**config.mk**
```make
export PLATFORM = sky130hd
export DESIGN_NAME = ads1256_spi_responder_flat
export DESIGN_NICKNAME = d
export VERILOG_FILES = /design/src/rtl/ads1256_spi_responder_if.sv /design/src/rtl/ads1256_spi_responder.sv /design/src/flat_wrapper.sv
export SDC_FILE = /design/constraint.sdc
export NUM_CORES = 1
export LEC_CHECK = 0
export CAP_MARGIN = 25
export CORE_ASPECT_RATIO = 1.25
export CORE_MARGIN = 8
export CORE_UTILIZATION = 45
export DETAILED_ROUTE_END_ITERATION = 8
export PLACE_DENSITY = 0.73
export SYNTH_ARGS = -nofsm -noshare
export SYNTH_HDL_FRONTEND = slang
export SYNTH_SLANG_ARGS = --single-unit
```
**constraint.sdc**
```tcl
create_clock -name clock_i -period 7.3 [get_ports clock_i]
set_input_delay 2.19 -clock clock_i [delete_from_list [all_inputs] [get_ports clock_i]]
set_output_delay 2.19 -clock clock_i [all_outputs]
set_load 0.05 [all_outputs]
```
**src/rtl/ads1256_spi_responder_if.sv**
```systemverilog
// rtl/ads1256_spi_responder_if.sv - SPI pins and conversion signals of the ADS1256 responder
interface ads1256_spi_responder_if;
  logic        SCLK_i;
  logic        CS_L_i;
  logic        MOSI_i;
  logic        MISO_o;
  logic        MISO_oe_o;
  logic        DRDY_L_o;
  logic        rdatac_o;
  logic [23:0] sample_i;

  modport master (output SCLK_i, CS_L_i, MOSI_i, sample_i,
                  input  MISO_o, MISO_oe_o, DRDY_L_o, rdatac_o);
  modport slave  (input  SCLK_i, CS_L_i, MOSI_i, sample_i,
                  output MISO_o, MISO_oe_o, DRDY_L_o, rdatac_o);
endinterface

```
**src/rtl/ads1256_spi_responder.sv**
```systemverilog
// rtl/ads1256_spi_responder.sv - ADS1256 SPI responder: command decode, register file, DRDY cadence
module ads1256_spi_responder #(
  parameter int SYNC_STAGES      = 2,
  parameter int DRDY_PERIOD      = 3333,
  parameter int DRDY_HIGH_CYCLES = 10,
  parameter int CAL_CYCLES       = 1000
) (
  input logic                    clock_i,
  input logic                    reset_i,
  ads1256_spi_responder_if.slave spi
);
  localparam int DW = $clog2(DRDY_PERIOD);
  localparam int CW = (CAL_CYCLES > 1) ? $clog2(CAL_CYCLES) : 1;
  localparam logic [DW-1:0] DRDY_LAST = DW'(DRDY_PERIOD - 1);
  localparam logic [DW-1:0] DRDY_RISE = DW'(DRDY_PERIOD - DRDY_HIGH_CYCLES);
  localparam logic [CW-1:0] CAL_LAST  = CW'(CAL_CYCLES - 1);

  typedef enum logic [1:0] {IDLE, ARG, WDATA, TX} state_t;
  state_t state, state_next;

  logic [SYNC_STAGES-1:0] sclk_sync, cs_sync, mosi_sync;
  logic sclk_d, sclk_s, cs_s, mosi_s, rise, fall;
  logic [2:0]    bit_cnt;
  logic [6:0]    rx_sh;
  logic [7:0]    rx_byte;
  logic [23:0]   tx_sh, data_q;
  logic [7:0]    tx_cnt;
  logic [4:0]    addr, n_plus;
  logic [3:0]    wr_left;
  logic [DW-1:0] drdy_cnt;
  logic [CW-1:0] cal_cnt;
  logic [2:0]    status_w;
  logic [7:0]    regs [1:10];
  logic tx_rreg, tx_data, arg_wreg, cal_busy, armed, rdatac, drdy_l, miso, miso_oe;
  logic byte_done, cmd_ok, rdc_ok, tx_end, start_stream;
  logic do_rdata, do_rdatac, do_sdatac, do_reset, do_sync, do_cal, do_regcmd, do_write;

  assign sclk_s  = sclk_sync[SYNC_STAGES-1];
  assign cs_s    = cs_sync[SYNC_STAGES-1];
  assign mosi_s  = mosi_sync[SYNC_STAGES-1];
  assign rise    = sclk_s & ~sclk_d;
  assign fall    = ~sclk_s & sclk_d;
  assign rx_byte = {rx_sh, mosi_s};
  assign n_plus  = {1'b0, rx_byte[3:0]} + 5'd1;

  // Full decode only outside continuous-read mode; in it just SDATAC/RESET are honoured.
  assign byte_done    = fall & ~cs_s & (bit_cnt == 3'd7);
  assign cmd_ok       = byte_done & (state == IDLE) & ~rdatac;
  assign rdc_ok       = byte_done & rdatac & ((state == IDLE) | (state == TX));
  assign do_rdata     = cmd_ok & (rx_byte == 8'h01) & ~cal_busy;
  assign do_rdatac    = cmd_ok & (rx_byte == 8'h03);
  assign do_sdatac    = (cmd_ok | rdc_ok) & (rx_byte == 8'h0F);
  assign do_reset     = (cmd_ok | rdc_ok) & (rx_byte == 8'hFE);
  assign do_sync      = cmd_ok & (rx_byte == 8'hFC);
  assign do_cal       = cmd_ok & (rx_byte[7:2] == 6'b111100);
  assign do_regcmd    = cmd_ok & ((rx_byte[7:4] == 4'h1) | (rx_byte[7:4] == 4'h5));
  assign do_write     = byte_done & (state == WDATA);
  assign tx_end       = (state == TX) & ~cs_s & fall & (tx_cnt == 8'd0);
  assign start_stream = armed & ~cs_s & ~sclk_s & (bit_cnt == 3'd0) & (state == IDLE);

  function automatic logic [7:0] reg_rd(input logic [4:0] a);
    if (a == 5'd0)       return {4'h3, status_w, drdy_l};
    else if (a <= 5'd10) return regs[a[3:0]];
    else                 return 8'h00;
  endfunction

  always_ff @(posedge clock_i) begin
    if (reset_i) begin
      sclk_sync <= '0;
      cs_sync   <= '1;
      mosi_sync <= '0;
      sclk_d    <= 1'b0;
    end else begin
      sclk_sync <= {sclk_sync[SYNC_STAGES-2:0], spi.SCLK_i};
      cs_sync   <= {cs_sync[SYNC_STAGES-2:0], spi.CS_L_i};
      mosi_sync <= {mosi_sync[SYNC_STAGES-2:0], spi.MOSI_i};
      sclk_d    <= sclk_s;
    end
  end

  always_ff @(posedge clock_i) begin
    if (reset_i) state <= IDLE;
    else         state <= state_next;
  end

  always_comb begin
    state_next = state;
    if (cs_s) begin
      state_next = IDLE;
    end else begin
      case (state)
        IDLE:    if (do_rdata || start_stream) state_next = TX;
                 else if (do_regcmd)            state_next = ARG;
        ARG:     if (byte_done) state_next = arg_wreg ? WDATA : TX;
        WDATA:   if (byte_done && wr_left == 4'd0) state_next = IDLE;
        TX:      if (tx_end) state_next = IDLE;
        default: state_next = IDLE;
      endcase
    end
  end

  always_ff @(posedge clock_i) begin
    if (reset_i) begin
      bit_cnt <= '0;  rx_sh <= '0;  tx_sh <= '0;  tx_cnt <= '0;  data_q <= '0;
      addr <= '0;  wr_left <= '0;  drdy_cnt <= '0;  cal_cnt <= '0;
      tx_rreg <= 1'b0;  tx_data <= 1'b0;  arg_wreg <= 1'b0;  cal_busy <= 1'b0;
      armed <= 1'b0;  rdatac <= 1'b0;  drdy_l <= 1'b1;  miso <= 1'b0;  miso_oe <= 1'b0;
    end else begin
      miso_oe <= ~cs_s;
      if (cal_busy) begin
        drdy_l   <= 1'b1;
        drdy_cnt <= '0;
        cal_cnt  <= cal_cnt + CW'(1);
        if (cal_cnt == CAL_LAST) cal_busy <= 1'b0;
      end else if (drdy_cnt == DRDY_LAST) begin
        drdy_cnt <= '0;
        data_q   <= spi.sample_i;
        drdy_l   <= 1'b0;
        if (rdatac && state != TX) armed <= 1'b1;
      end else begin
        drdy_cnt <= drdy_cnt + DW'(1);
        if (drdy_cnt == DRDY_RISE) drdy_l <= 1'b1;
      end

      if (cs_s) begin
        bit_cnt <= '0;
        miso    <= 1'b0;
      end else if (fall) begin
        bit_cnt <= bit_cnt + 3'd1;
        rx_sh   <= {rx_sh[5:0], mosi_s};
      end

      if (start_stream || do_rdata) begin
        tx_sh   <= data_q;
        tx_cnt  <= 8'd24;
        tx_data <= 1'b1;
        tx_rreg <= 1'b0;
        armed   <= 1'b0;
      end
      if (do_rdatac) begin rdatac <= 1'b1; armed <= 1'b0; end
      if (do_sdatac) begin rdatac <= 1'b0; armed <= 1'b0; end
      if (do_reset)  begin rdatac <= 1'b0; armed <= 1'b0; drdy_cnt <= '0; end
      if (do_sync)   drdy_cnt <= '0;
      if (do_cal)    begin cal_busy <= 1'b1; cal_cnt <= '0; drdy_l <= 1'b1; end
      if (do_regcmd) begin addr <= {1'b0, rx_byte[3:0]}; arg_wreg <= rx_byte[6]; end
      if (state == ARG && byte_done) begin
        wr_left <= rx_byte[3:0];
        if (!arg_wreg) begin
          tx_sh   <= {reg_rd(addr), 16'h0000};
          tx_cnt  <= {n_plus, 3'b000};
          tx_data <= 1'b0;
          tx_rreg <= 1'b1;
        end
      end
      if (do_write) begin
        addr    <= addr + 5'd1;
        wr_left <= wr_left - 4'd1;
      end
      if (state == TX && !cs_s && rise && tx_cnt != 8'd0) begin
        miso   <= tx_sh[23];
        tx_sh  <= {tx_sh[22:0], 1'b0};
        tx_cnt <= tx_cnt - 8'd1;
        // Last bit of an RREG byte: queue the next register behind it.
        if (tx_rreg && tx_cnt[2:0] == 3'd1) begin
          tx_sh[23:16] <= reg_rd(addr + 5'd1);
          addr         <= addr + 5'd1;
        end
      end
      if (tx_end) begin
        miso <= 1'b0;
        if (tx_data) drdy_l <= 1'b1;
      end
    end
  end

  always_ff @(posedge clock_i) begin
    if (reset_i || do_reset) begin
      status_w <= '0;
      for (int i = 1; i <= 10; i++) regs[i] <= 8'h00;
      regs[1] <= 8'h01;
      regs[2] <= 8'h20;
      regs[3] <= 8'hF0;
      regs[4] <= 8'hE0;
    end else if (do_write) begin
      if (addr == 5'd0)       status_w <= rx_byte[3:1];
      else if (addr <= 5'd10) regs[addr[3:0]] <= rx_byte;
    end
  end

  assign spi.MISO_o    = miso;
  assign spi.MISO_oe_o = miso_oe;
  assign spi.DRDY_L_o  = drdy_l;
  assign spi.rdatac_o  = rdatac;
endmodule

```
**src/flat_wrapper.sv**
```systemverilog
// flat-port wrapper written by rule: the top's interface ports become plain ports
module ads1256_spi_responder_flat 
#(
  parameter int SYNC_STAGES      = 2,
  parameter int DRDY_PERIOD      = 3333,
  parameter int DRDY_HIGH_CYCLES = 10,
  parameter int CAL_CYCLES       = 1000
)
  (clock_i, reset_i, spi_SCLK_i, spi_CS_L_i, spi_MOSI_i, spi_sample_i, spi_MISO_o, spi_MISO_oe_o, spi_DRDY_L_o, spi_rdatac_o);
  ads1256_spi_responder_if spi_i ();
  input logic clock_i;
  input logic reset_i;
  input wire logic [$bits(spi_i.SCLK_i)-1:0] spi_SCLK_i;
  input wire logic [$bits(spi_i.CS_L_i)-1:0] spi_CS_L_i;
  input wire logic [$bits(spi_i.MOSI_i)-1:0] spi_MOSI_i;
  input wire logic [$bits(spi_i.sample_i)-1:0] spi_sample_i;
  output wire logic [$bits(spi_i.MISO_o)-1:0] spi_MISO_o;
  output wire logic [$bits(spi_i.MISO_oe_o)-1:0] spi_MISO_oe_o;
  output wire logic [$bits(spi_i.DRDY_L_o)-1:0] spi_DRDY_L_o;
  output wire logic [$bits(spi_i.rdatac_o)-1:0] spi_rdatac_o;
  assign spi_i.SCLK_i = spi_SCLK_i;
  assign spi_i.CS_L_i = spi_CS_L_i;
  assign spi_i.MOSI_i = spi_MOSI_i;
  assign spi_i.sample_i = spi_sample_i;
  assign spi_MISO_o = spi_i.MISO_o;
  assign spi_MISO_oe_o = spi_i.MISO_oe_o;
  assign spi_DRDY_L_o = spi_i.DRDY_L_o;
  assign spi_rdatac_o = spi_i.rdatac_o;
  ads1256_spi_responder #(.SYNC_STAGES(SYNC_STAGES), .DRDY_PERIOD(DRDY_PERIOD), .DRDY_HIGH_CYCLES(DRDY_HIGH_CYCLES), .CAL_CYCLES(CAL_CYCLES)) u_core (.clock_i(clock_i), .reset_i(reset_i), .spi(spi_i));
endmodule
```
# --- Word level (Yosys, flattened, before mapping) ---
# Memories as Yosys holds them, arrays and structs flattened. A register that Yosys moved wholly into a read port is not among the register bits.
# Cells that the tools add are included.
op_classes:
  div: 0
  mul: 0
  eq_ne: 21
  magnitude_cmp: 2
  n_bitwise: 36
  shift: 0
  add_sub_neg: 7
  muxes: 58
  reduce_logical: 32
ops:
  columns: ["cell", "count"]
  rows:
  - ["8-bit 2-to-1 mux", 14]
  - ["24-bit 2-to-1 mux", 4]
  - ["1-bit 2-to-1 mux", 26]
  - ["1-bit AND", 24]
  - ["12-bit == test (second input constant)", 2]
  - ["5-bit 2-to-1 mux", 4]
  - ["8-bit == test (second input constant)", 2]
  - ["4-bit 2-to-1 mux", 4]
  - ["12-bit by 1-bit adder with 12-bit output (second input constant)", 1]
  - ["10-bit by 1-bit adder with 10-bit output (second input constant)", 1]
  - ["10-bit == test (second input constant)", 1]
  - ["5-bit by 4-bit <= comparator with 1-bit output (second input constant)", 2]
  - ["5-bit logical NOT", 2]
  - ["2-bit 2-to-1 mux", 5]
  - ["5-bit OR reduction", 2]
  - ["8-bit by 1-bit == test with 1-bit output (second input constant)", 1]
  - ["8-bit by 2-bit == test with 1-bit output (second input constant)", 1]
  - ["8-bit by 4-bit == test with 1-bit output (second input constant)", 1]
  - ["8-bit logical NOT", 1]
  - ["2-bit case mux with 4 select lines", 1]
  - ["8-bit nonzero test", 1]
  - ["2-bit OR reduction", 4]
  - ["8-bit OR reduction", 1]
  - ["8-bit by 1-bit subtractor with 8-bit output (second input constant)", 1]
  - ["27 further kinds", 50]
word_totals:
  ff_bits: 118
  elab_cells: 182
  memories: 1
  latchBits: 0
  mem_bits_rw: 80
  in_bits: 29
  output_inout_bits: 4
  rom_bits: 0
mem_list:
  columns: ["memory", "depth", "word_bits", "read_ports", "rd_ports_with_merged_regs", "write_ports", "line", "source"]
  rows:
  - ["u_core.regs", 10, 8, 2, 1, 10, "ads1256_spi_responder.sv:33", "logic [7:0] regs [1:10];"]

# --- Logic depth before layout (Yosys ltp) ---
depth:
  word_depth: 13
  ltp_mapped: 12
  depth_no_buf: 8

# --- Least setup slack after synthesis ---
# Ideal clock, no wire load.
synth_timing:
  path_kind: "input to register"
  start: "input reset_i"
  end: "memory u_core.regs[5][0], enable pin"
  arrival_ns: 3.527
  cell_stages: 7
  path_buffers: 3
  setup_ns: 0.334
  setup_slack_ns: 3.438
  required_time_ns: 6.966
  path_cell_list: "clkbuf_1 > a31o_2 > nor3_2 > buf_2 > and3_1 > buf_2 > nand2b_1"
synth_lines:
  columns: ["item", "line", "source"]
  rows:
  - ["from (decl)", "flat_wrapper.sv:12", "input logic reset_i;"]
  - ["to (decl)", "ads1256_spi_responder.sv:33", null]

# --- Worst setup path in the final report ---
layout_timing:
  start: "register u_core.drdy_l (netlist: u_core.spi.DRDY_L_o)"
  end: "output spi_DRDY_L_o"
layout_lines:
  columns: ["item", "line", "source"]
  rows:
  - ["from (decl)", "ads1256_spi_responder.sv:34", "logic tx_rreg, tx_data, arg_wreg, cal_busy, armed, rdatac, drdy_l, miso, miso_oe;"]
  - ["from (signal assigned)", "ads1256_spi_responder.sv:107", "armed <= 1'b0; rdatac <= 1'b0; drdy_l <= 1'b1; miso <= 1'b0; miso_oe <= 1'b0;"]
  - ["from (signal assigned)", "ads1256_spi_responder.sv:111", "drdy_l <= 1'b1;"]
  - ["from (signal assigned)", "ads1256_spi_responder.sv:118", "drdy_l <= 1'b0;"]
  - ["to (decl)", "flat_wrapper.sv:19", "output wire logic [$bits(spi_i.DRDY_L_o)-1:0] spi_DRDY_L_o;"]
# No word-level cell between the ends.

==> impl_metrics.json <==
{
  "grt_max_degree": 85,
  "hold_class": "reg2reg",
  "gp_congestion": 0.992,
  "clock_sinks": 238,
  "critical_path.top_delay_family": "buffers and inverters",
  "synth_top_area_cell": "edfxtp_1",
  "ys_seq_area_share_pct": 50.8,
  "synth_ff_type": "edfxtp_1",
  "maxCapViolCount": 0,
  "clockBufferDepth": 3,
  "postCtsHoldBufs": 0,
  "crit_slowest_cell": "clkdlybuf4s50_1",
  "worst_pin_slew_ns": 1.00,
  "clock_latency_ns": 0.51,
  "hold_slack_ns": 0.410,
  "io-pin-count": 33,
  "cts_root_buf": "clkbuf_16",
  "hpwl_mm": 20.5,
  "tns_ns": 0,
  "cts_buffers": 24,
  "antenna_found_initial": 0,
  "synth_cell_type_count": 68,
  "post_route_cells_drive_above_1_share_pct": 12.8,
  "reg2reg_slack_ns": 3.38,
  "nFillCells": 2256,
  "status": "complete, no violations",
  "cts_tree": "built",
  "rsz0062_at_grt": "no",
  "synth_edf_count": 120,
  "grt_pass1_vias": 8414,
  "track_usage_pct": 18.5,
  "portBuffers": 32,
  "path_class": "reg2out",
  "finalHoldViolations": 0,
  "ys_top_cells_by_area": "edfxtp_1, dfxtp_1, mux4_2, nand2_1, and3_1",
  "diodes": 0,
  "final_nets": 1155,
  "end_kind": "output pin",
  "path_clk_slew_ns": 0.06,
  "core_um2": 25800,
  "ant_nets": 0,
  "post-place-ws_ns": 3.01,
  "layoutNonFillerInstCount": 1458,
  "synth_top_area_share_pct": 30.7,
  "drt_iter0_drc": 897,
  "die_h_um": 197,
  "crit_chain": "clkdlybuf4s50_1",
  "htreeDepth": 1,
  "grt_first_pass_wirelength_mm": 46.5,
  "powerDensity_nw_per_um2": 210,
  "initial_core_util_pct": 45.4,
  "hold_depth": 1,
  "crit_path_max_fanout": 4,
  "vias": 8557,
  "layout_common_cells": "edfxtp_1, dfxtp_1, nand2_1",
  "path_buf_inv": 1,
  "cts_resized": 0,
  "synth_cells": 1070,
  "post-place-cells": 1413,
  "postSynthAreaPerCell_um2": 11.0,
  "crit_start": "u_core.spi.DRDY_L_o$_SDFF_PP1_",
  "finalMaxSlewViolations": 0,
  "rr_worst_depth": 8,
  "p_leak_nw": 4.81,
  "async_reset_ff_share_pct": 0,
  "num_rows": 66,
  "min_from": "u_core.cs_sync[0]$_SDFF_PP1_",
  "slowest_delay_ns": 0.86,
  "post-cts-setup-buffers": 0,
  "wl_per_cell_um": 20.2,
  "cp.arrival_ns": 1.85,
  "wirelength_mm": 29.5,
  "relSlewSlack_pct": 32.9,
  "r2r_start": "u_core.addr[0]$_SDFF_PP0_",
  "area.growth.synth_to_final_pct": 13.1,
  "setup_viol": 0,
  "viasPerCell": 5.87,
  "die_area_um2": 31600,
  "layout_setup_ws_ns": 3.26,
  "crit_cells": 1,
  "min_period_over_period_pct": 55.4,
  "worstPathRequired_ns": 5.11,
  "final_common_cell": "edfxtp_1",
  "max_freq_mhz": 247,
  "critPathLaunchType": "flop",
  "grt-ovfl-total": 0,
  "remaining_drc_errors": 0,
  "yosys_warnings": 0,
  "fp.dieW_um": 161,
  "finClkSkew_ns": 0.00802,
  "yosys_register_bits": 238,
  "syn_area_um2": 11700,
  "worst_r2r_endpoint": "u_core.regs[1][2]$_SDFFCE_PN0P_",
  "period_minus_slack_ns": 4.04,
  "irDropWorstVdd_mv": 0.203,
  "p_total_mw": 2.79,
  "hold_end": "u_core.cs_sync[1]$_SDFF_PP1_",
  "first_pass_iters": 6
}
-- how the worst max path moves through the flow --
stage                                                  to  slack (ns)
after detailed placement  u_core.regs[1][2]$_SDFFCE_PN0P_        3.01
after global routing      u_core.regs[3][0]$_SDFFCE_PN0P_        3.02
after floorplan           u_core.regs[5][0]$_SDFFCE_PN0P_        3.44
after global placement    u_core.regs[3][0]$_SDFFCE_PN0P_        3.09
after CTS                                    spi_DRDY_L_o        3.23
final                                        spi_DRDY_L_o        3.26
-- power by group --
group,leakage [nW],total [mW],switching (mW),internal (mW)
Sequential,2.15,1.44,0.0169,1.42
Clock,0.396,1.27,0.512,0.758
Combinational,2.27,0.0748,0.0404,0.0343
Total,4.81,2.79,0.569,2.22
-- per-stage QoR --
| step | util, % | area (µm²) |
|---|---|---|
| 4_1_cts | 51.4 | 13300 |
| 5_1_grt | 51.4 | 13300 |
| 6_report | 51.4 | 13300 |
| 3_3_place_gp | 48.2 | 12400 |
| 2_1_floorplan | - | 11900 |
| 3_5_place_dp | 48.2 | 12400 |
-- logic make-up (layout without fill, tap and decap cells) --
| kind of cell | Yosys count | in the layout | synth area share (%) |
|---|---|---|---|
| other | 1 | 32 | 0.0319 |
| multiplexers | 92 | 92 | 13.6 |
| XOR/XNOR | 26 | 26 | 1.94 |
| adder cells (fa/ha/maj) | 26 | 26 | 2.77 |
| buffers and inverters | 113 | 130 | 3.78 |
| AND/OR/NAND/NOR | 401 | 401 | 17.4 |
| AO/OA/AOI/OAI | 173 | 173 | 9.61 |
| flip-flops | 238 | 238 | 50.8 |
-- cell usage after synthesis (11+ instances only) --
cell	instances
dfxtp_1	118
inv_1	37
nand2b_1	24
a22oi_1	15
clkbuf_1	56
o22ai_1	15
and3_1	57
mux2i_1	24
mux2_2	15
nand3_1	17
nand2_1	110
and2_1	30
a21oi_1	60
nor3_1	11
edfxtp_1	120
ha_1	26
buf_2	16
o21ai_0	20
nor2_1	94
xnor2_1	16
mux4_2	53
-- metal layers --
layer | GRT usage [%] | wire length (µm) | vias to the layer above
li1 | - | - | 3946
met2 | 31.6 | 14400 | 369
met5 | 0 | 0 | -
met4 | 10.1 | 1520 | 0
met3 | 2.65 | 2130 | 83
met1 | 22.3 | 11500 | 4159
-- sequential cells by signal, summed over array words and instances, names as in the netlist, 4 cells and up --
name / count
u_core.regs: 120
u_core.drdy_cnt: 12
u_core.cal_cnt: 10
u_core.tx_sh: 24
u_core.wr_left: 4
u_core.rx_sh: 7
u_core.data_q: 24
u_core.addr: 5
u_core.tx_cnt: 8
-- final cells by class --
type	count	area, µm²	share of cell area (%)
Sequential cell	238	5970	44.9
Multi-Input combinational cell	750	5480	41.3
Clock buffer	32	714	5.38
Timing Repair Buffer	49	443	3.33
Tap cell	340	425	3.20
Inverter	37	139	1.05
Clock inverter	12	113	0.848
Note: power is estimated with default switching activity, not from simulation.
